**config.mk**
```make
export PLATFORM = sky130hd
export DESIGN_NAME = serial_byte_receiver
export DESIGN_NICKNAME = d
export VERILOG_FILES = /design/src/rtl/serial_byte_receiver_pkg.sv /design/src/rtl/serial_byte_receiver_bit_synchronizer.sv /design/src/rtl/serial_byte_receiver.sv
export SDC_FILE = /design/constraint.sdc
export NUM_CORES = 1
export LEC_CHECK = 0
export ABC_CLOCK_PERIOD_IN_PS = 3400
export CELL_PAD_IN_SITES_DETAIL_PLACEMENT = 1
export CELL_PAD_IN_SITES_GLOBAL_PLACEMENT = 1
export CORE_MARGIN = 4
export CORE_UTILIZATION = 46
export CTS_CLUSTER_SIZE = 20
export DETAILED_ROUTE_END_ITERATION = 16
export PLACE_DENSITY = 0.92
export SYNTH_ARGS = -nofsm -noshare
export SYNTH_HDL_FRONTEND = slang
export SYNTH_HIERARCHICAL = 1
export SYNTH_SLANG_ARGS = --single-unit
```
**constraint.sdc**
```tcl
create_clock -name clock -period 3.4 [get_ports clock]
set_input_delay 0.85 -clock clock [delete_from_list [all_inputs] [get_ports clock]]
set_output_delay 0.85 -clock clock [all_outputs]
set_load 0.02 [all_outputs]
```
**src/rtl/serial_byte_receiver_pkg.sv**
```systemverilog
// Shared definitions for the receive-side framing blocks: FSM encoding,
// serial line levels and the default frame width.
package serial_pkg;

    typedef enum logic [1:0] {
        ST_IDLE,
        ST_DATA,
        ST_PARITY,
        ST_STOP
    } rxState_t;

    localparam logic LINE_IDLE         = 1'b1;
    localparam logic START_LEVEL       = 1'b0;
    localparam int   DEFAULT_DATA_BITS = 8;

endpackage

```
**src/rtl/serial_byte_receiver_bit_synchronizer.sv**
```systemverilog
// Two-flop synchronizer for an asynchronous single-bit input; the reset
// level is a parameter so idle-high and idle-low lines can both use it.
module bit_synchronizer #(
    parameter logic RESET_LEVEL = 1'b1
) (
    input  logic clock,
    input  logic reset,
    input  logic i_async,
    output logic o_sync
);

    logic r_meta;
    logic r_sync;

    always_ff @(posedge clock or negedge reset) begin
        if (!reset) begin
            r_meta <= RESET_LEVEL;
            r_sync <= RESET_LEVEL;
        end else begin
            r_meta <= i_async;
            r_sync <= r_meta;
        end
    end

    assign o_sync = r_sync;

endmodule

```
**src/rtl/serial_byte_receiver.sv**
```systemverilog
// Strobe-driven serial frame receiver: start/data/parity/stop framing with a
// valid/ready output register and one-cycle error pulses.
module serial_byte_receiver
    import serial_pkg::*;
#(
    parameter int DATA_BITS = DEFAULT_DATA_BITS,
    parameter bit PARITY_EN = 1'b0
) (
    input  logic                 clock,
    input  logic                 reset,
    input  logic                 enable,
    input  logic                 serial_in,
    input  logic                 data_ready,
    output logic [DATA_BITS-1:0] data_out,
    output logic                 data_valid,
    output logic                 frame_error,
    output logic                 parity_error,
    output logic                 overrun,
    output logic                 busy
);

    localparam int CW = $clog2(DATA_BITS + 1);
    localparam logic [CW-1:0] LAST_BIT = CW'(DATA_BITS - 1);

    logic                 w_rx;
    rxState_t             r_state;
    logic [DATA_BITS-1:0] r_shift;
    logic [CW-1:0]        r_bitCnt;
    logic                 r_parAcc;
    logic                 r_parBad;
    logic [DATA_BITS-1:0] r_dataOut;
    logic                 r_dataValid;
    logic                 r_frameErr;
    logic                 r_parityErr;
    logic                 r_overrun;
    logic                 r_busy;

    bit_synchronizer #(
        .RESET_LEVEL(LINE_IDLE)
    ) u_rxSync (
        .clock  (clock),
        .reset  (reset),
        .i_async(serial_in),
        .o_sync (w_rx)
    );

    // Framing FSM and output register share one block so that a load on the
    // stop strobe takes priority over a plain consumer acceptance.
    always_ff @(posedge clock or negedge reset) begin
        if (!reset) begin
            r_state     <= ST_IDLE;
            r_shift     <= '0;
            r_bitCnt    <= '0;
            r_parAcc    <= 1'b0;
            r_parBad    <= 1'b0;
            r_dataOut   <= '0;
            r_dataValid <= 1'b0;
            r_frameErr  <= 1'b0;
            r_parityErr <= 1'b0;
            r_overrun   <= 1'b0;
            r_busy      <= 1'b0;
        end else begin
            r_frameErr  <= 1'b0;
            r_parityErr <= 1'b0;
            r_overrun   <= 1'b0;
            if (r_dataValid && data_ready) begin
                r_dataValid <= 1'b0;
            end
            if (enable) begin
                case (r_state)
                    ST_IDLE: begin
                        if (w_rx == START_LEVEL) begin
                            r_state  <= ST_DATA;
                            r_bitCnt <= '0;
                            r_parAcc <= 1'b0;
                            r_parBad <= 1'b0;
                            r_busy   <= 1'b1;
                        end
                    end
                    ST_DATA: begin
                        r_shift  <= {w_rx, r_shift[DATA_BITS-1:1]};
                        r_parAcc <= r_parAcc ^ w_rx;
                        r_bitCnt <= r_bitCnt + CW'(1);
                        if (r_bitCnt == LAST_BIT) begin
                            r_state <= PARITY_EN ? ST_PARITY : ST_STOP;
                        end
                    end
                    ST_PARITY: begin
                        r_parBad <= r_parAcc ^ w_rx;
                        r_state  <= ST_STOP;
                    end
                    ST_STOP: begin
                        r_state <= ST_IDLE;
                        r_busy  <= 1'b0;
                        if (w_rx != LINE_IDLE) begin
                            r_frameErr <= 1'b1;
                        end else if (PARITY_EN && r_parBad) begin
                            r_parityErr <= 1'b1;
                        end else if (!r_dataValid || data_ready) begin
                            r_dataOut   <= r_shift;
                            r_dataValid <= 1'b1;
                        end else begin
                            r_overrun <= 1'b1;
                        end
                    end
                    default: r_state <= ST_IDLE;
                endcase
            end
        end
    end

    assign data_out     = r_dataOut;
    assign data_valid   = r_dataValid;
    assign frame_error  = r_frameErr;
    assign parity_error = r_parityErr;
    assign overrun      = r_overrun;
    assign busy         = r_busy;

endmodule

```
==> results of run 1 <==
## power by group
part           total [mW]  switching, mW  internal (mW)
registers           0.573          0.103          0.470
clock network       0.159         0.0932         0.0654
logic               0.546          0.250          0.296
total                1.28          0.446          0.831
## routing by layer
metal,part of all wire,vias up,track usage
li1,-,333,-
met1,0.44,363,0.200
met2,0.53,9,0.237
met3,0.035,0,0.0261
met4,0,0,0.0291
met5,0,-,0
## kinds of logic after synthesis
group / synth area share
other: 0.00309
and+or+nand+nor: 0.0773
buffers and inverters: 0.0289
DFF: 0.579
AOI/OAI and AO/OA: 0.0887
adders and majority gates: 0.0412
muxes: 0.181
## metrics by stage
stage          setup WS (ps)   util  instances  instance area [um2]
4_1_cts                 1190  0.576        135                 1440
3_5_place_dp             976  0.561        131                 1400
5_1_grt                 1150  0.576        135                 1440
6_report                1220  0.576        135                 1440
2_1_floorplan           1710      -         86                 1210
3_3_place_gp            1070  0.561        131                 1400
## state kept, by name, indices dropped and copies added (netlist names)
signal	flops
busy	1
r_shift	8
r_state	2
u_rxSync/r_meta	1
r_bitCnt	4
u_rxSync/o_sync	1
data_out	8
overrun	1
frame_error	1
data_valid	1
## synth_stat cells
cell type,count,share of area
dfrtp_1,26,0.54
mux2_4,8,0.099
mux2_2,7,0.065
o21ai_0,5,0.021
ha_1,4,0.041
nand2_1,4,0.012
inv_1,3,0.0093
nand2b_1,3,0.015
dfstp_2,2,0.043
nand3_1,2,0.0082
nor2_1,2,0.0062
a211o_1,1,0.0072
a21bo_4,1,0.013
a21boi_2,1,0.0093
a21o_1,1,0.0062
a21oi_2,1,0.0072
a22o_1,1,0.0072
a31oi_1,1,0.0052
a32o_1,1,0.0082
and3_2,1,0.0062
buf_2,1,0.0041
buf_4,1,0.0062
buf_6,1,0.0093
conb_1,1,0.0031
mux2_1,1,0.0093
mux2i_1,1,0.0082
nand2_2,1,0.0052
nand3b_1,1,0.0062
nor2b_1,1,0.0052
nor4b_2,1,0.012
o21ai_1,1,0.0041
## layout make-up
| class | instances | area share |
|---|---|---|
| clock buffer | 4 | 0.0252 |
| inverter | 3 | 0.00783 |
| multi-input combinational | 52 | 0.330 |
| sequential | 28 | 0.489 |
| tap | 30 | 0.0261 |
| timing repair buffer | 18 | 0.122 |
## worst paths after layout
kind	startpoint	endpoint	slack, ps
setup / recovery	busy$_DFFE_PN0P_	busy	1220
hold / removal	u_rxSync/r_meta$_DFF_PN1_	u_rxSync/o_sync$_DFF_PN1_	370
setup reg to reg	r_state[0]$_DFFE_PN0P_	r_state[1]$_DFFE_PN0P_	1760
hold reg to reg	u_rxSync/r_meta$_DFF_PN1_	u_rxSync/o_sync$_DFF_PN1_	370
max in group asynchronous	reset	u_rxSync/o_sync$_DFF_PN1_	2210
min in group asynchronous	reset	r_state[0]$_DFFE_PN0P_	880
==> metrics.yaml, run 1 <==
outcome: "complete, no violations"
cp-end-kind: "output pin"
place.detailed.hpwl_um: 1730
cts_buffers: 3
final_common_cell: "dfrtp_1"
die_area_um2: 3520
crit_family: "buffers and inverters"
finalSetupViolCount: 0
placementRows: 18
finalSetupTns_ps: 0
detail_route.iter0.violations: 10
grt_max_degree: 29
grt_util_all_layers: 0.144
ant_nets: 0
crit_chain: "clkdlybuf4s50_1"
synth_cell_type_count: 31
cp.required_ps: 2550
start_util: 0.485
max_stage_delay_ps: 620
path_class: "flip-flop to output pin"
synth_fp_nets: 95
viasPerCell: 5.22
syn_avg_cell_area_um2: 14.1
finalCritPeriodShare: 0.640
drc: 0
synth_area_um2: 1210
worstPathArrival_ps: 1330
clkTransAtPathRegs_ps: 150
whs_path_depth: 0
synth_warnings: 6
post-route-min-period_ps: 2180
cts-resized-gates: 0
grt_pass1_wl_um: 3860
slew_viol_final: 0
coreArea_um2: 2500
io_buffers: 16
syn_inst: 86
register_area_um2: 703
io_pins: 18
cts-root-buf: "clkbuf_4"
antenna_found_initial: 0
cellLeakagePower_nw: 0.662
area_growth_pct: 18.6
crit_cells: 1
fmax_mhz: 459
numClockSinks: 28
clock_skew_ps: 3.55
critPathMaxFanout: 3
first_pass_iters: 3
cts_max_level: 1
critPathLaunchType: "flip-flop"
cts_tree: "built"
yosysSeqAreaShare: 0.579
fp.dieH_um: 59.4
die_w_um: 59.4
crit_slowest_cell: "clkdlybuf4s50_1"
cts-hold-fix-buffers: 0
drive_gt1_frac: 0.276
rr_worst_depth: 5
diodes: 0
finalHoldWorstSlack_ps: 367
peakVddDrop_mv: 0.536
grt_pass1_vias: 801
total_power_mw: 1.28
place_congestion: 0.703
n_fill_cell: 253
drt-total-wl_um: 2270
cts_setup_buffers: 0
detail_route.wl_per_cell_um: 16.8
nets: 115
cts_buffer_depth: 2
layout_common_cells: "dfrtp_1 (26), clkdlybuf4s50_1 (16), mux2_4 (8)"
multi_input_area_um2: 475
crit_buf_inv: 1
cap_violations: 0
rsz0062_at_grt: "no"
p_per_area_nw_per_um2: 888
grt_overflow: 0
clk_latency_ps: 320
ys_seq_elements: 28
hold_class: "flip-flop to flip-flop"
hold_viol_final: 0
via_count: 705
Power figures use the tool's default switching activity.
==> run 2, diff against run 1 <==
--- a/config.mk
+++ b/config.mk
@@ -5,14 +5,14 @@
 export SDC_FILE = /design/constraint.sdc
 export NUM_CORES = 1
 export LEC_CHECK = 0
-export ABC_CLOCK_PERIOD_IN_PS = 3400
+export ABC_CLOCK_PERIOD_IN_PS = 2000
 export CELL_PAD_IN_SITES_DETAIL_PLACEMENT = 1
 export CELL_PAD_IN_SITES_GLOBAL_PLACEMENT = 1
 export CORE_MARGIN = 4
-export CORE_UTILIZATION = 46
+export CORE_UTILIZATION = 38
 export CTS_CLUSTER_SIZE = 20
 export DETAILED_ROUTE_END_ITERATION = 16
-export PLACE_DENSITY = 0.92
+export PLACE_DENSITY = 0.82
 export SYNTH_ARGS = -nofsm -noshare
 export SYNTH_HDL_FRONTEND = slang
 export SYNTH_HIERARCHICAL = 1
==> constraint.sdc (replaced) <==
create_clock -name clock -period 2 [get_ports clock]
set_input_delay 0.5 -clock clock [delete_from_list [all_inputs] [get_ports clock]]
set_output_delay 0.5 -clock clock [all_outputs]
set_load 0.02 [all_outputs]
==> run 2 against run 1 <==
Count of clock-buffer cells in the layout did not move. Hold slack barely moved. Final cell count grew 11%. Flip-flop and latch count stayed put. Critical path type unchanged. Die area grew 18%. Combinational power increased by 68%. Global-route usage is 3.1 points lower. Total power increased by 68%. Utilization down 9.6 points. Cell area grew 1.7%. First-iteration DRC count up 30%. Highest routed layer is now met4.
==> metrics.yaml, run 2 (synthesized netlist as in run 1, its figures left out) <==
cap_violations: 0  # unchanged
stdcell_count: 150  # +11%
switching_share: 0.341  # -0.00770
cts_buffer_depth: 2  # unchanged
layout_common_cells: "dfrtp_1 (26), clkdlybuf4s50_1 (16), mux2_4 (8)"
die_w_um: 64.5  # +8.7%
placementRows: 20  # +2
cts_max_level: 1  # unchanged
post-place-ws_ps: -6.68  # -983 ps
path_class: "flip-flop to output pin"
grt_pass1_wl_um: 3710  # -3.8%
place.detailed.hpwl_um: 1650  # -4.6%
cp.required_ps: 1500  # -1050 ps
finalSetupTns_ps: 0  # unchanged
combinationalPowerShare: 0.427  # about the same
numClockSinks: 28  # unchanged
cts-resized-gates: 0  # unchanged
pwr-share-seq: 0.448  # about the same
cp-end-kind: "output pin"
clk_latency_ps: 320  # about the same
final_cell_area_um2: 1460  # +1.7%
via_count: 713  # +1.1%
multi_input_area_um2: 475  # unchanged
hold_class: "flip-flop to flip-flop"
cts_tree: "built"
intPower_mw: 1.42  # +70%
fmax_mhz: 545
setup_ws_ps: 166  # -1060 ps
diodes: 0  # unchanged
grt_max_degree: 29  # unchanged
cts_buffers: 3  # unchanged
clock_skew_ps: 1.59  # -1.96 ps
rsz0062_at_grt: "no"
slew_viol_final: 0  # unchanged
n_fill_cell: 350  # +38%
start_util: 0.398  # -0.0879
crit_family: "buffers and inverters"
clkTransAtPathRegs_ps: 140  # about the same
finalSetupViolCount: 0  # unchanged
drt-total-wl_um: 2130  # -6.0%
first_pass_iters: 4  # +1
place_congestion: 0.703  # about the same
crit_buf_inv: 1  # unchanged
post-route-min-period_ps: 1830
cts-hold-fix-buffers: 0  # unchanged
grt_pass1_vias: 765  # -4.5%
dp.cells: 146  # +11%
io_pins: 18  # unchanged
peakVddDrop_mv: 0.726  # +35%
outcome: "complete, no violations"
area_growth_pct: 20.6
finalCritPeriodShare: 0.917
die_area_um2: 4160  # +18%
detail_route.wl_per_cell_um: 14.2  # -15%
final_common_cell: "dfrtp_1"
nets: 116  # +0.87%
placed_cell_area_um2: 1430  # +1.8%
register_area_um2: 703  # unchanged
max_stage_delay_ps: 620  # about the same
crit_chain: "clkdlybuf4s50_1"
drive_gt1_frac: 0.283  # +0.00683
power.share.clock: 0.125  # about the same
critPathMaxFanout: 2  # -1
viasPerCell: 4.75  # -9.0%
cellLeakagePower_nw: 0.667  # +0.73%
coreArea_um2: 3050  # +22%
drc: 0  # unchanged
crit_slowest_cell: "clkdlybuf4s50_1"
ant_nets: 0  # unchanged
switching_power_mw: 0.734  # +65%
p_per_area_nw_per_um2: 1470  # +65%
finalHoldWorstSlack_ps: 367  # +0.218 ps
detail_route.iter0.violations: 13  # +3
cts-root-buf: "clkbuf_4"
grt_overflow: 0  # unchanged
io_buffers: 16  # unchanged
cts_setup_buffers: 0  # unchanged
worstPathArrival_ps: 1330  # about the same
hold_viol_final: 0  # unchanged
grt_util_all_layers: 0.114  # -0.0308
antenna_found_initial: 0  # unchanged
critPathLaunchType: "flip-flop"
fp.dieH_um: 64.5  # +8.7%
run 2: stage by stage:
stage                     total power [mW]   util
after detailed placement              1.92  0.468
after global routing                  2.31  0.480
final                                 2.15  0.480
after floorplan                       1.56      -
after CTS                             2.19  0.480
after global placement                1.85  0.468
run 2: power by group through the flow:
stage                     clock (mW)  combinational (mW)  sequential [mW]
final                          0.269               0.917            0.963
after global routing           0.307                1.00             1.00
after detailed placement           0               0.935            0.982
after floorplan                    0               0.513             1.05
after global placement             0               0.887            0.964
after CTS                      0.282               0.937            0.970
run 2: final cells by class:
class,count,share of cell area
Sequential cell,28,0.480
Multi-Input combinational cell,52,0.325
Timing Repair Buffer,19,0.125
Tap cell,44,0.0376
Clock buffer,4,0.0248
Inverter,3,0.00769
run 2: path summary, 6_finish.rpt:
check | to | slack, ps | cells past startpoint | startpoint
setup / recovery | data_out[3] | 170 | 1 | data_out[3]$_DFFE_PN0P_
hold / removal | u_rxSync/o_sync$_DFF_PN1_ | 370 | 0 | u_rxSync/r_meta$_DFF_PN1_
setup reg to reg | r_state[1]$_DFFE_PN0P_ | 380 | 5 | r_state[0]$_DFFE_PN0P_
hold reg to reg | u_rxSync/o_sync$_DFF_PN1_ | 370 | 0 | u_rxSync/r_meta$_DFF_PN1_
max in group asynchronous | u_rxSync/r_meta$_DFF_PN1_ | 1160 | 2 | reset
min in group asynchronous | data_out[1]$_DFFE_PN0P_ | 540 | 2 | reset
run 2: routing by layer:
metal | up-vias | part of all wire | GRT usage
li1 | 339 | - | -
met1 | 358 | 0.43 | 0.142
met2 | 14 | 0.52 | 0.201
met3 | 2 | 0.046 | 0.0208
met4 | 0 | 0.0075 | 0.0317
met5 | - | 0 | 0
